===== src/rtl/uart_srx_driver.sv =====
// ---------------------------------------------------------------------------
// uart_srx_driver
//
// 8N1 UART transmitter that drives the SoC uart_srx input. Bytes enter a
// small circular FIFO over a valid/ready handshake and are serialized
// LSB-first (start bit, 8 data bits, stop bit) at a fixed baud divisor.
//
// Ports:
//   clk         system clock, all state on the rising edge
//   rst         asynchronous active-high reset
//   tx_data     byte to transmit
//   tx_valid    tx_data is valid this cycle
//   tx_ready    FIFO can accept a byte this cycle
//   uart_srx    serial line to the SoC, idle high, registered
//   busy        frame in progress or FIFO non-empty
//   fifo_count  bytes queued, excluding the byte being shifted
//   frame_done  one-cycle pulse on the last cycle of each stop bit
// ---------------------------------------------------------------------------
module uart_srx_driver #(
    parameter int CLK_DIV    = 434,
    parameter int FIFO_DEPTH = 8,
    parameter int CNT_W      = 4
) (
    input  logic             clk,
    input  logic             rst,
    input  logic [7:0]       tx_data,
    input  logic             tx_valid,
    output logic             tx_ready,
    output logic             uart_srx,
    output logic             busy,
    output logic [CNT_W-1:0] fifo_count,
    output logic             frame_done
);

    localparam int               PTR_W      = (FIFO_DEPTH > 1) ? $clog2(FIFO_DEPTH) : 1;
    localparam logic [CNT_W-1:0] FULL_COUNT = CNT_W'(FIFO_DEPTH);
    localparam logic [15:0]      BAUD_LAST  = 16'(CLK_DIV - 1);

    typedef enum logic [1:0] {
        IDLE,
        START,
        DATA,
        STOP
    } state_t;

    state_t           state;
    logic [15:0]      baud_cnt;
    logic [2:0]       bit_idx;
    logic [7:0]       shift;

    logic [7:0]       mem [FIFO_DEPTH];
    logic [PTR_W-1:0] wr_ptr;
    logic [PTR_W-1:0] rd_ptr;

    logic             push;
    logic             pop;
    logic             baud_end;

    assign tx_ready = (fifo_count != FULL_COUNT);
    assign push     = tx_valid && tx_ready;
    assign baud_end = (baud_cnt == BAUD_LAST);

    // A pop happens whenever the shifter wants a new byte: straight away
    // from IDLE, or on the final stop-bit cycle so frames run back-to-back.
    assign pop = (fifo_count != '0) &&
                 ((state == IDLE) || ((state == STOP) && baud_end));

    // Byte storage; contents need no reset because the pointers and count
    // define which entries are meaningful.
    always_ff @(posedge clk) begin
        if (push) begin
            mem[wr_ptr] <= tx_data;
        end
    end

    // Pointers wrap naturally because the depth is a power of two. A push
    // and a pop in the same cycle both move their pointers, count unchanged.
    always_ff @(posedge clk or posedge rst) begin
        if (rst) begin
            wr_ptr     <= '0;
            rd_ptr     <= '0;
            fifo_count <= '0;
        end else begin
            if (push) begin
                wr_ptr <= wr_ptr + PTR_W'(1);
            end
            if (pop) begin
                rd_ptr <= rd_ptr + PTR_W'(1);
            end
            case ({push, pop})
                2'b10:   fifo_count <= fifo_count + CNT_W'(1);
                2'b01:   fifo_count <= fifo_count - CNT_W'(1);
                default: fifo_count <= fifo_count;
            endcase
        end
    end

    // Serializer FSM. The line, frame_done and busy are registered from the
    // current state, so they trail the state by one cycle: the start bit
    // appears on the edge after the pop, and frame_done lines up with the
    // last cycle of the stop bit as seen on the wire.
    always_ff @(posedge clk or posedge rst) begin
        if (rst) begin
            state      <= IDLE;
            baud_cnt   <= '0;
            bit_idx    <= '0;
            shift      <= '0;
            uart_srx   <= 1'b1;
            frame_done <= 1'b0;
            busy       <= 1'b0;
        end else begin
            case (state)
                START:   uart_srx <= 1'b0;
                DATA:    uart_srx <= shift[0];
                default: uart_srx <= 1'b1;
            endcase
            frame_done <= (state == STOP) && baud_end;
            busy       <= (state != IDLE) || (fifo_count != '0);

            case (state)
                IDLE: begin
                    baud_cnt <= '0;
                    if (pop) begin
                        shift <= mem[rd_ptr];
                        state <= START;
                    end
                end

                START: begin
                    if (baud_end) begin
                        baud_cnt <= '0;
                        bit_idx  <= '0;
                        state    <= DATA;
                    end else begin
                        baud_cnt <= baud_cnt + 16'd1;
                    end
                end

                DATA: begin
                    if (baud_end) begin
                        baud_cnt <= '0;
                        shift    <= {1'b0, shift[7:1]};
                        if (bit_idx == 3'd7) begin
                            state <= STOP;
                        end else begin
                            bit_idx <= bit_idx + 3'd1;
                        end
                    end else begin
                        baud_cnt <= baud_cnt + 16'd1;
                    end
                end

                STOP: begin
                    if (baud_end) begin
                        baud_cnt <= '0;
                        if (pop) begin
                            shift <= mem[rd_ptr];
                            state <= START;
                        end else begin
                            state <= IDLE;
                        end
                    end else begin
                        baud_cnt <= baud_cnt + 16'd1;
                    end
                end

                default: state <= IDLE;
            endcase
        end
    end

endmodule

===== config.mk =====
export PLATFORM = sky130hd
export DESIGN_NAME = uart_srx_driver
export DESIGN_NICKNAME = d
export VERILOG_FILES = /design/src/rtl/uart_srx_driver.sv
export SDC_FILE = /design/constraint.sdc
export NUM_CORES = 1
export LEC_CHECK = 0
export ABC_AREA = 0
export CAP_MARGIN = 0
export CORE_MARGIN = 8
export CORE_UTILIZATION = 35
export CTS_BUF_LIST = sky130_fd_sc_hd__clkbuf_4 sky130_fd_sc_hd__clkbuf_8
export DETAILED_ROUTE_END_ITERATION = 8
export PLACE_DENSITY = 0.51
export SETUP_SLACK_MARGIN = 0.4
export SLEW_MARGIN = 20
export SYNTH_ARGS = -nofsm -noshare
export SYNTH_HDL_FRONTEND = slang
export SYNTH_SLANG_ARGS = --single-unit
export TNS_END_PERCENT = 10

===== constraint.sdc =====
create_clock -name clk -period 3.8 [get_ports clk]
set_input_delay 0.57 -clock clk [delete_from_list [all_inputs] [get_ports clk]]
set_output_delay 0.57 -clock clk [all_outputs]
set_load 0.02 [all_outputs]

* Word level (Yosys, flattened, before mapping) *
Memories as Yosys holds them, arrays and structs flattened.
Cells that the tools add are included.
W data, S select, Z words.

cells by class
  add/subtract/negate cells = 6
  reduce and logical (&&, ||, !) cells = 15
  mux-type cells = 21
  equality and inequality tests = 14

operators with widths
  operator                 count
  $pmux W16 S2             1
  $mux W8                  3
  $pmux W8 S3              1
  $add A16 B1 Y16 const B  1
  $eq A16 B9 Y1 const B    1
  $mux W16                 1
  $ne A2 B2 Y1 const B     6
  $mux W2                  5
  $add A3 B1 Y3 const B    3
  $mux W3                  3
  $pmux W2 S4              1
  $pmux W4 S2              1
  $eq A2 B2 Y1 const B     3
  $pmux W3 S2              1
  $reduce_bool A2 Y1       3
  $reduce_and A5 Y1        1
  $add A4 B1 Y4 const B    1
  $eq A2 B1 Y1 const B     2
  $ne A4 B4 Y1 const B     1
  $reduce_and A4 Y1        1
  $reduce_bool A4 Y1       1
  $sub A4 B1 Y4 const B    1
  $eq A3 B3 Y1 const B     1
  $logic_and A1 B1 Y1      3
  7 further kinds          10

word-level totals
  output and inout port bits = 8
  logic and storage cells = 67
  memory bits (writable) = 64
  register bits = 42
  input bits = 11
  memories = 1

memories
  name  words  bits a word  read ports  clocked after memory_dff  wr ports  RTL line  RTL
  mem   8      8            1           0                         1         51        logic [7:0] mem [FIFO_DEPTH];

* Logic depth before layout (Yosys ltp) *
Gate-level depths: netlist of run 1.

  depth in word-level cells = 7
  gate-level depth with buffers = 13
  mapped depth without buffers = 13

* Worst setup path before layout of run 1 *
Ideal clock, no wire load.

  kind = flip-flop to flip-flop
  from = register baud_cnt[1]
  to = register fifo_count[2]
  buffers on the path = 0
  period minus slack after synthesis = 2923 ps
  library setup time = 136 ps
  data required time = 3664 ps
  arrival = 2787 ps
  stages on the path, launching flop included = 14
  path slack = 877 ps
  cells stage by stage = dfrtp_1 inv_1 ha_1 or4b_1 or4_4 nor2_1 o21a_1 ha_1 xor2_1 ha_1 a21oi_1 xor2_1 nor2_1 xor2_1

on the way
  longest elaborated chain between the ends = 6
  elaborated cells between the ends (all ways) = 8
  classes of those cells = eq/ne (3); mux (1); reduce/logical (4)

RTL lines
  item                                               RTL line  RTL
  from (decl)                                        47        logic [15:0] baud_cnt;
  from (signal assigned)                             135       baud_cnt <= baud_cnt + 16'd1;
  from (signal assigned)                             149       baud_cnt <= baud_cnt + 16'd1;
  from (signal assigned)                             163       baud_cnt <= baud_cnt + 16'd1;
  $eq A16 B9 Y1 (*)                                  61        assign baud_end = (baud_cnt == BAUD_LAST);
  $logic_and A1 B1 Y1 (*)                            66        ((state == IDLE) || ((state == STOP) && baud_end));
  $logic_or A1 B1 Y1 (*)                             66
  $logic_and A1 B1 Y1 (*)                            65        assign pop = (fifo_count != '0) &&
  net pop                                            56        logic pop;
  $eq A2 B1 Y1 or $eq A2 B2 Y1 (tied branches)       90        case ({push, pop})
  $pmux W4 S2 or $reduce_bool A2 Y1 (tied branches)  -
  to (signal assigned)                               91        2'b10: fifo_count <= fifo_count + CNT_W'(1);
  to (signal assigned)                               92        2'b01: fifo_count <= fifo_count - CNT_W'(1);
  to (signal assigned)                               93        default: fifo_count <= fifo_count;
  to (decl)                                          31        output logic [CNT_W-1:0] fifo_count,

Mark *: on every way through the listed nets, which the timed path passes. The rest lies on a longest branch.
A chain may end at the register's enable or synchronous reset.

* Worst setup path in the final report of run 1 *
Ends and elaborated chain as after synthesis.

==> results by group, run 1 <==
Outcome
  – Status: finished, final reports clean

STA
  – Final min period: 3.17 ns
  – FMAX: 315 MHz
  – Period utilization: 0.835
  – TNS Setup: 0 ns
  – Slew Viols, Final: 0
  – Slew @ Worst Pin: 0.972 ns
  – Final Setup Violations: 0
  – Final Hold Vio Count: 0
  – Unrepaired setup endpoints after global routing: false
  – Max-slew headroom at the worst pin: 0.350
  – Fin Clk Skew: 0.00857 ns

Route
  – Vias per cell: 5.06
  – Antenna viol nets, final: 0
  – Vias: 2860
  – Drt total wl: 9740 um
  – Pre-antenna DRT Iters: 4
  – DRC viols: 0
  – 1st-iter DRT viols: 164
  – Wirelength per Cell: 17.2 um

Pwr
  – Pwr/cell area: 672 mW/mm^2
  – Total power: 3.66 mW
  – Peak VDD IR: 0.201 mV
  – Lkg Pwr: 2.00 nW

Placed design
  – RD Place Congestion: 0.728
  – # port buffers: 18
  – Placement Cell Area: 0.00525 mm^2
  – Dpl hpwl: 6400 um

Die
  – Initial Util: 0.351
  – Die ar.: 0.0177 mm^2
  – # rows: 43
  – Die Ht: 133 um
  – Die X: 133 um
  – Total core area: 0.0137 mm^2
  – Top-Level Pins: 19

Cells and area
  – Fillers: 1319
  – Final net count: 405
  – Number of antenna diodes: 0
  – Layout area overhead: 13.5%
  – Share of layout cells above drive strength 1: 0.177
  – Final non-filler cell area: 0.00545 mm^2

GRT
  – Largest net degree at the start of global routing: 43
  – GRT Residual Overflow: 0
  – Initial antenna violation count: 0
  – First-pass GRT wire length: 16100 um
  – GRT Overall Usage: 0.118
  – Vias in the first global route: 3002

Synthesis
  – Cell area after synthesis: 0.00480 mm^2
  – Area contributors post-synth: edfxtp_1 (40%), dfrtp_1 (21%), mux2_2 (5.2%)
  – Yosys warns: 0
  – Post-synthesis average cell area: 13.6 um^2
  – Main synth FF type: edfxtp_1
  – Leading area contributor after synthesis: edfxtp_1
  – Cell count after synthesis: 352
  – Register area share after synthesis: 0.619
  – Post-synth ARST share: 0.396
  – Post-synthesis cell type count: 52
  – FF+latch count, synth: 106
  – EDFF count, synth: 64
  – Post-synth top area share: 0.400
  – Syn_nets: 377

Worst setup path
  – Worst R2R End: fifo_count[2]
  – CP endpoint kind: flip-flop
  – Reg2Reg Setup Slack: 0.63 ns
  – CP Data Required Time: 4.07 ns
  – CP arrival: 3.44 ns
  – Reg2Reg Depth: 13
  – Crit start category: flip-flop
  – Critical Path Fanout Max: 5
  – Crit Path Class: flip-flop to flip-flop
  – Reg2reg start: baud_cnt[1]

Clock tree
  – Clock buffer depth: 2
  – Post-CTS Setup Bufs: 0
  – Num CTS Buffers: 9
  – Root Driver: clkbuf_8
  – CTS tree: done
  – H-Tree Depth: 3
  – Post-CTS Resized: 0
  – Latest clock arrival within the worst-skew pair: 0.38 ns
  – Clock net sink count: 106
  – Clock slew at reported path FFs: 0.10 ns
  – CTS Hold Bufs: 0

Hold path
  – HP Start: shift[1]
  – Cells on Worst Hold Path: 1
  – Hold Path End: shift[1]
  – Worst hold path type: flip-flop to flip-flop

Job
  – MaxCap Viol Count: 0
## synthesized netlist by cell type (2+ instances only)
master,instances
or4_1,4
and3_1,4
o2bb2ai_1,2
xnor2_1,12
a2bb2oi_1,2
nor2b_1,3
and4_1,2
nand3_1,10
o21ai_0,9
mux4_2,9
inv_1,12
nand2b_1,3
xor2_1,6
nand4_1,6
nor2_1,28
or2_2,2
o311ai_0,2
dfrtp_1,41
clkbuf_1,8
edfxtp_1,64
mux2_1,3
ha_1,14
o31ai_1,7
nand2_1,18
a21oi_1,8
nor4_1,6
nor3_1,9
mux2_2,22
buf_1,3
or3_1,4
a22oi_1,2
o22ai_1,7
## layout make-up
class / count / area [um^2] / share of cell area
sequential: 106 / 2970 / 0.546
timing repair buffer: 29 / 263 / 0.0482
clock buffer: 9 / 124 / 0.0227
tap: 180 / 225 / 0.0413
multi-input combinational: 221 / 1740 / 0.319
inverter: 13 / 48.8 / 0.00896
clock inverter: 7 / 75.1 / 0.0138
## worst max-delay path: stages, from the launching register on
cell and delay [ns]:
dfrtp_1 0.42, inv_1 0.07, ha_1 0.14, or4b_1 0.48, or4_4 0.55, nor2_1 0.21
o21a_1 0.17, ha_1 0.25, xor2_1 0.09, ha_1 0.18, a21oi_1 0.14, xor2_1 0.15
nor2_1 0.06, xor2_1 0.14
## stage by stage
stage	utilization	std cells	hold slack, ns	setup slack (ns)
after floorplan	-	352	0.446	0.877
after global placement	0.384	549	0.469	0.696
after detailed placement	0.384	549	0.476	0.656
after CTS	0.399	565	0.505	0.630
after global routing	0.399	565	0.543	0.408
final	0.399	565	0.500	0.626
## registers in the layout, summed over array words and instances (netlist names)
register and flops:
frame_done 1, shift 8, rd_ptr 3, fifo_count 4, mem 64, bit_idx 3, busy 1, baud_cnt 16
uart_srx 1, wr_ptr 3, state 2
## power by group
group	internal [mW]	total, mW	switching (mW)
clock network	0.312	0.713	0.401
logic	0.588	1.27	0.684
registers	1.47	1.68	0.207
## how the worst max path moves through the flow
stage                            from            end  slack, ns  depth (start not counted)
after floorplan           baud_cnt[1]  fifo_count[2]       0.88                         13
after global placement    baud_cnt[1]  fifo_count[2]       0.70                         13
after detailed placement  baud_cnt[1]  fifo_count[2]       0.66                         13
after CTS                 baud_cnt[1]  fifo_count[2]       0.63                         13
after global routing      baud_cnt[1]  fifo_count[2]       0.41                         13
final                     baud_cnt[1]  fifo_count[2]       0.63                         13
## logic make-up after synthesis
family                     share of synthesized area
AOI/OAI and AO/OA                             0.0727
adders and majority gates                     0.0365
muxes                                          0.101
xor gates and xnor gates                      0.0328
DFF                                            0.619
buffers and inverters                         0.0198
and+or+nand+nor                                0.118
## layout by cell type (no fill, tap or decap), drive strengths merged, types with 3 or more instances in the layout
master and n:
edfxtp 64, dfrtp 41, nor2 28, mux2 25, nand2 18, clkdlybuf4s50 18
inv 15, ha 14, xnor2 12, buf 11, nand3 10, nor3 9
o21ai 9, mux4 9, clkbuf 9, a21oi 8, o22ai 7, o31ai 7
nor4 7, xor2 6, nand4 6, or4 5, or3 4, and3 4
clkinv 4, nor2b 3, nand2b 3
## routing by layer
layer | GRT usage | part of all wire | wire (um) | vias to the layer above
met5 | 0 | 0 | 0 | -
met4 | 0.0518 | 0.013 | 127 | 0
met3 | 0.0256 | 0.027 | 264 | 10
met2 | 0.187 | 0.47 | 4620 | 33
met1 | 0.152 | 0.48 | 4720 | 1430
li1 | - | - | - | 1387
Power figures use the tool's default switching activity.
==> inputs of run 2 (changes only) <==
--- a/config.mk
+++ b/config.mk
@@ -11,7 +11,7 @@
 export CORE_UTILIZATION = 35
 export CTS_BUF_LIST = sky130_fd_sc_hd__clkbuf_4 sky130_fd_sc_hd__clkbuf_8
 export DETAILED_ROUTE_END_ITERATION = 8
-export PLACE_DENSITY = 0.51
+export PLACE_DENSITY = 0.53
 export SETUP_SLACK_MARGIN = 0.4
 export SLEW_MARGIN = 20
 export SYNTH_ARGS = -nofsm -noshare
==> constraint.sdc (replaced) <==
create_clock -name clk -period 2.6 [get_ports clk]
set_input_delay 0.39 -clock clk [delete_from_list [all_inputs] [get_ports clk]]
set_output_delay 0.39 -clock clk [all_outputs]
set_load 0.02 [all_outputs]
==> run 2 against run 1 <==
  * Flip-flop and latch count stayed put
  * Die area stayed put
  * Register-to-register slack got worse by 0.89 ns
  * Utilization is 3.0 points higher
  * Sequential power up 42%
  * Fmax rose by 11%
  * Routed wire length is 4.4% higher
  * Cell area grew 7.5%
  * Combinational power increased by 75%
  * The flow now finishes with violations (negative setup slack)
==> results by group, run 2 (synthesis results as in run 1) <==
Die
  – Die ar.: 0.0177 mm^2 (unchanged)
  – Top-Level Pins: 19 (unchanged)
  – Initial Util: 0.351 (unchanged)
  – # rows: 43 (unchanged)
  – Die Ht: 133 um (unchanged)
  – Die X: 133 um (unchanged)
  – Total core area: 0.0137 mm^2 (unchanged)

Clock tree
  – H-Tree Depth: 3 (unchanged)
  – Clock net sink count: 106 (unchanged)
  – Latest clock arrival within the worst-skew pair: 0.39 ns (about the same)
  – CTS tree: done
  – Clock buffer depth: 2 (unchanged)
  – Num CTS Buffers: 9 (unchanged)
  – Clock slew at reported path FFs: 0.11 ns (about the same)
  – Root Driver: clkbuf_8

STA
  – Max-slew headroom at the worst pin: 0.540 (+0.190)
  – Final Hold Vio Count: 0 (unchanged)
  – Final Setup Violations: 4 (+4)
  – Final worst-path setup slack: -0.268 ns (-0.895 ns)
  – Unrepaired setup endpoints after global routing: true
  – Final min period: 2.87 ns (-0.305 ns)
  – TNS Setup: -0.693 ns (-0.693 ns)
  – FMAX: 349 MHz (+11%)
  – Period utilization: 1.10 (+0.268)
  – Fin Clk Skew: 0.0140 ns (+0.00540 ns)
  – Hold Slack: 0.448 ns (-0.0527 ns)
  – Slew Viols, Final: 0 (unchanged)
  – Slew @ Worst Pin: 0.684 ns (-0.288 ns)

Job
  – MaxCap Viol Count: 0 (unchanged)

GRT
  – First-pass GRT wire length: 16700 um (+3.6%)
  – Vias in the first global route: 3063 (+2.0%)
  – Initial antenna violation count: 0 (unchanged)
  – GRT Residual Overflow: 0 (unchanged)
  – Largest net degree at the start of global routing: 43 (unchanged)
  – GRT Overall Usage: 0.122 (+0.00399)

Cells and area
  – Layout area overhead: 22.0%
  – Max FFs per register: 64 (unchanged)
  – Share of layout cells above drive strength 1: 0.270 (+0.0935)
  – Post-Route Utilization: 0.429 (+0.0299)
  – Commonest non-fill, non-tap cell in the layout: edfxtp_1
  – Biggest regs: mem (64), baud_cnt (16), shift (8)
  – Final net count: 442 (+9.1%)
  – Most frequent cells in the layout: edfxtp_1 (64), buf_4 (46), dfrtp_1 (41), nor2_1 (27), mux2_2 (21)
  – Top reg by flops: mem
  – Fillers: 1280 (-3.0%)
  – Number of antenna diodes: 0 (unchanged)
  – Final non-filler cell area: 0.00586 mm^2 (+7.5%)

Placed design
  – # port buffers: 18 (unchanged)
  – Dpl hpwl: 6790 um (+6.2%)
  – RD Place Congestion: 0.769 (+5.6%)
  – Placement Cell Area: 0.00553 mm^2 (+5.4%)

Route
  – Wirelength per Cell: 16.9 um (-2.0%)
  – Pre-antenna DRT Iters: 4 (unchanged)
  – Vias per cell: 5.09 (+0.52%)
  – DRC viols: 0 (unchanged)
  – Antenna viol nets, final: 0 (unchanged)
  – 1st-iter DRT viols: 301 (+84%)
  – Drt total wl: 10200 um (+4.4%)
  – Vias: 3063 (+7.1%)

Outcome
  – Status: complete, but fails checks
  – Failing checks: negative setup slack

Worst setup path
  – CP endpoint kind: flip-flop
  – Critical Path Fanout Max: 2 (-3)
  – CP arrival: 3.18 ns (-0.26 ns)
  – Reg2Reg Depth: 13 (unchanged)
  – CP Data Required Time: 2.91 ns (-1.16 ns)
  – Crit start category: flip-flop
  – Crit Path Class: flip-flop to flip-flop

Pwr
  – Lkg Pwr: 2.23 nW (+11%)
  – Pwr/cell area: 1010 mW/mm^2 (+50%)
  – Peak VDD IR: 0.513 mV (+160%)

Hold path
  – Worst hold path type: primary input to asynchronous set/reset pin
## run 2: changes by cell type in the layout (fill, tap and decap cells not counted), sizes merged
cell	before	now
bufinv	1	3
clkinv	4	1
dlygate4sd2	0	1
clkbuf	9	10
buf	11	48
clkdlybuf4s50	18	17
## run 2: final timing paths
| path | start | to | slack (ns) |
|---|---|---|---|
| setup / recovery | baud_cnt[1] | fifo_count[2] | -0.27 |
| hold / removal | rst | shift[4] | 0.45 |
| setup reg to reg | baud_cnt[1] | fifo_count[2] | -0.27 |
| hold reg to reg | shift[0] | shift[0] | 0.50 |
| max in group asynchronous | rst | bit_idx[2] | 1.70 |
| min in group clk | shift[0] | shift[0] | 0.50 |
## run 2: power breakdown
group	total, mW	leakage, nW	internal [mW]	switching, mW
registers	2.39	1.11	2.15	0.245
logic	2.22	0.988	1.06	1.16
clock network	1.28	0.128	0.668	0.608
## run 2: worst max-delay path, cell delays in order, from the launching register on
cell and delay (ns):
dfrtp_1 0.39, inv_1 0.06, ha_1 0.15, or4b_4 0.47, or4_4 0.45, nor2_4 0.10
o21a_1 0.17, ha_2 0.22, xor2_1 0.16, ha_1 0.18, a21oi_2 0.04, xor2_1 0.14
nor2_1 0.13, xor2_1 0.15
## run 2: per-layer routing
| metal | vias to the layer above | share of wire | track usage |
|---|---|---|---|
| met1 | 1534 | 0.48 | 0.165 |
| met2 | 53 | 0.46 | 0.184 |
| met3 | 14 | 0.041 | 0.0290 |
| met4 | 0 | 0.016 | 0.0505 |
| met5 | - | 0 | 0 |
| li1 | 1462 | - | - |
## run 2: cell type report
type                       instances  area, um^2  share of cell area
inverter                          13        48.8             0.00833
multi-input combinational        221        1800               0.308
sequential                       106        2970               0.508
clock buffer                      10         131              0.0224
tap                              180         225              0.0384
timing repair buffer              66         556              0.0948
clock inverter                     6         121              0.0207
## run 2: repair_timing
action / CTS / global route
pin swaps: 2 / 2
hold buffers: 0 / 0
endpoints found under the setup margin: 13 / 33
buffers inserted: 1 / 3
gates resized for setup: 2 / 8
## run 2: metrics by stage
step | setup WS [ns] | cells | power [mW]
after floorplan | -0.175 | 352 | 3.80
after global placement | -0.124 | 582 | 4.55
after detailed placement | -0.245 | 582 | 4.60
after CTS | -0.277 | 599 | 5.88
after global routing | -0.447 | 602 | 6.25
final | -0.268 | 602 | 5.89
==> inputs of run 3 (changes only) <==
--- a/config.mk
+++ b/config.mk
@@ -7,11 +7,10 @@
 export LEC_CHECK = 0
 export ABC_AREA = 0
 export CAP_MARGIN = 0
-export CORE_MARGIN = 8
+export CORE_MARGIN = 5
 export CORE_UTILIZATION = 35
 export CTS_BUF_LIST = sky130_fd_sc_hd__clkbuf_4 sky130_fd_sc_hd__clkbuf_8
 export DETAILED_ROUTE_END_ITERATION = 8
-export PLACE_DENSITY = 0.53
 export SETUP_SLACK_MARGIN = 0.4
 export SLEW_MARGIN = 20
 export SYNTH_ARGS = -nofsm -noshare
==> run 3 against run 2 <==
  * The flow still finishes with violations (negative setup slack)
  * Largest power group unchanged
  * Global-route usage fell by 0.11 points
  * Register-to-register slack improved by 0.02 ns
  * Critical path depth did not move
  * Power fell by 5.6%
  * Final cell count fell by 2.3%
  * Highest routed layer unchanged
  * First-iteration DRC count fell by 46%
==> results by group, run 3 (synthesis results as in run 1) <==
Clock tree
  – H-Tree Depth: 3 (unchanged)
  – Clock buffer depth: 2 (unchanged)
  – Root Driver: clkbuf_8
  – Num CTS Buffers: 9 (unchanged)
  – Clock net sink count: 106 (unchanged)
  – Clock slew at reported path FFs: 0.11 ns (about the same)
  – CTS tree: done
  – Latest clock arrival within the worst-skew pair: 0.37 ns (-0.02 ns)

STA
  – Fin Clk Skew: 0.0105 ns (-0.00350 ns)
  – Final Hold Vio Count: 0 (unchanged)
  – Unrepaired setup endpoints after global routing: true
  – Final min period: 2.85 ns (-0.0206 ns)
  – FMAX: 351 MHz (+0.72%)
  – Slew Viols, Final: 0 (unchanged)
  – Max-slew headroom at the worst pin: 0.487 (-0.0533)
  – Slew @ Worst Pin: 0.770 ns (+0.0863 ns)
  – Final Setup Violations: 5 (+1)
  – Final worst-path setup slack: -0.248 ns (+0.0206 ns)
  – Hold Slack: 0.225 ns (-0.223 ns)
  – Period utilization: 1.10 (-0.00792)

Worst setup path
  – Slowest cell on the critical path: or4b_4
  – Worst path most repeated cell: xor2_1
  – Reg2Reg Setup Slack: -0.25 ns (+0.02 ns)
  – Crit start category: flip-flop
  – Critical Path Fanout Max: 2 (unchanged)
  – CP Data Required Time: 2.86 ns (-0.05 ns)
  – CP endpoint kind: flip-flop
  – Crit path largest cell delay: 0.47 ns (about the same)
  – Top cell family by delay on the critical path: simple AND/OR/NAND/NOR gates
  – Reg2Reg Depth: 13 (unchanged)
  – Worst path buffer plus inverter count: 1 (unchanged)
  – Crit-path cells: inv_1 -> ha_1 -> or4b_4 -> or4_4 -> nor2_4 -> o21a_1 -> ha_2 -> xor2_1 -> ha_1 -> a21oi_2 -> xor2_1 -> nor2_1 -> xor2_1
  – Total number of cells along the worst setup path: 13 (unchanged)
  – Crit Path Class: flip-flop to flip-flop
  – CP arrival: 3.11 ns (-0.07 ns)

Outcome
  – Failing checks: negative setup slack
  – Status: complete, but fails checks

Route
  – Wirelength per Cell: 15.7 um (-6.8%)
  – Vias per cell: 5.11 (+0.38%)
  – DRC viols: 0 (unchanged)
  – Antenna viol nets, final: 0 (unchanged)
  – 1st-iter DRT viols: 163 (-46%)
  – Pre-antenna DRT Iters: 5 (+1)
  – Drt total wl: 9250 um (-9.0%)
  – Vias: 3003 (-2.0%)

Cells and area
  – Number of antenna diodes: 0 (unchanged)
  – Top reg by flops: mem
  – Share of layout cells above drive strength 1: 0.243 (-0.0274)
  – Most frequent cells in the layout: edfxtp_1 (64), dfrtp_1 (41), buf_4 (37), nor2_1 (27), mux2_2 (21)
  – Layout area overhead: 19.1%
  – Biggest regs: mem (64), baud_cnt (16), shift (8)
  – Final net count: 433 (-2.0%)
  – Max FFs per register: 64 (unchanged)
  – Commonest non-fill, non-tap cell in the layout: edfxtp_1

GRT
  – GRT Residual Overflow: 0 (unchanged)
  – Initial antenna violation count: 0 (unchanged)
  – Vias in the first global route: 3066 (+0.098%)
  – Largest net degree at the start of global routing: 26 (-40%)
  – First-pass GRT wire length: 15700 um (-5.7%)
  – GRT Overall Usage: 0.121 (-0.00110)

Pwr
  – Total power: 5.56 mW (-5.6%)
  – Pwr/cell area: 972 mW/mm^2 (-3.3%)
  – Total net switching power: 1.93 mW (-4.2%)
  – P_int: 3.63 mW (-6.4%)
  – Combinational power share: 0.379 (about the same)
  – Flop pwr share: 0.431 (+0.025)
  – Clk network pwr share: 0.191 (-0.026)
  – Peak VDD IR: 0.438 mV (-15%)
  – Lkg Pwr: 2.15 nW (-3.6%)
  – Sw frac: 0.347 (+0.00509)

Die
  – Total core area: 0.0133 mm^2 (-2.3%)
  – Die X: 127 um (-4.5%)
  – Top-Level Pins: 19 (unchanged)
  – Die ar.: 0.0162 mm^2 (-8.8%)
  – # rows: 42 (-2.3%)
  – Die Ht: 127 um (-4.5%)
  – Initial Util: 0.360 (+0.00837)

Placed design
  – # port buffers: 18 (unchanged)
  – Dpl hpwl: 6630 um (-2.4%)
  – RD Place Congestion: 0.794 (+3.2%)

Job
  – MaxCap Viol Count: 0 (unchanged)

Hold path
  – Worst hold path type: primary input to asynchronous set/reset pin
run 3: power by group through the flow:
stage | logic (mW) | registers, mW | clock network (mW)
after floorplan | 1.38 | 2.42 | 0
after global placement | 2.01 | 2.42 | 0
after detailed placement | 2.07 | 2.43 | 0
after CTS | 2.11 | 2.40 | 1.10
after global routing | 2.31 | 2.44 | 1.17
final | 2.10 | 2.39 | 1.06
run 3: timing repair:
action / CTS / global route
pin swaps: 1 / 0
cloned: 0 / 0
hold buffers: 0 / 0
buffers inserted: 1 / 0
resized for setup: 1 / 5
endpoints found under the setup margin: 13 / 17
run 3: layer usage:
layer	global-route usage	part of all wire
met5	0	0
met4	0.0410	0.017
met3	0.0271	0.029
met2	0.193	0.48
met1	0.164	0.47
run 3: final timing paths:
check | start | to
setup reg to reg | baud_cnt[1] | fifo_count[2]
max in group asynchronous | rst | fifo_count[3]
setup / recovery | baud_cnt[1] | fifo_count[2]
min in group clk | shift[1] | shift[1]
hold / removal | rst | frame_done
hold reg to reg | shift[1] | shift[1]
run 3: per-stage QoR:
step,setup slack [ns],cells,setup TNS (ns),area [um^2],utilization
global route,-0.467,588,-2.03,5720,0.428
finish,-0.248,588,-0.565,5720,0.428
detailed placement,-0.248,572,-0.484,5480,0.410
global placement,-0.118,572,-0.197,5480,0.410
CTS,-0.247,588,-0.552,5700,0.427
floorplan,-0.175,352,-0.268,4820,-
run 3: final cells by class:
class	instances	area [um^2]
inverter	13	48.8
multi-input combinational	221	1780
clock inverter	6	83.8
timing repair buffer	57	492
sequential	106	2970
clock buffer	9	124
fill	1241	7630
tap	176	220
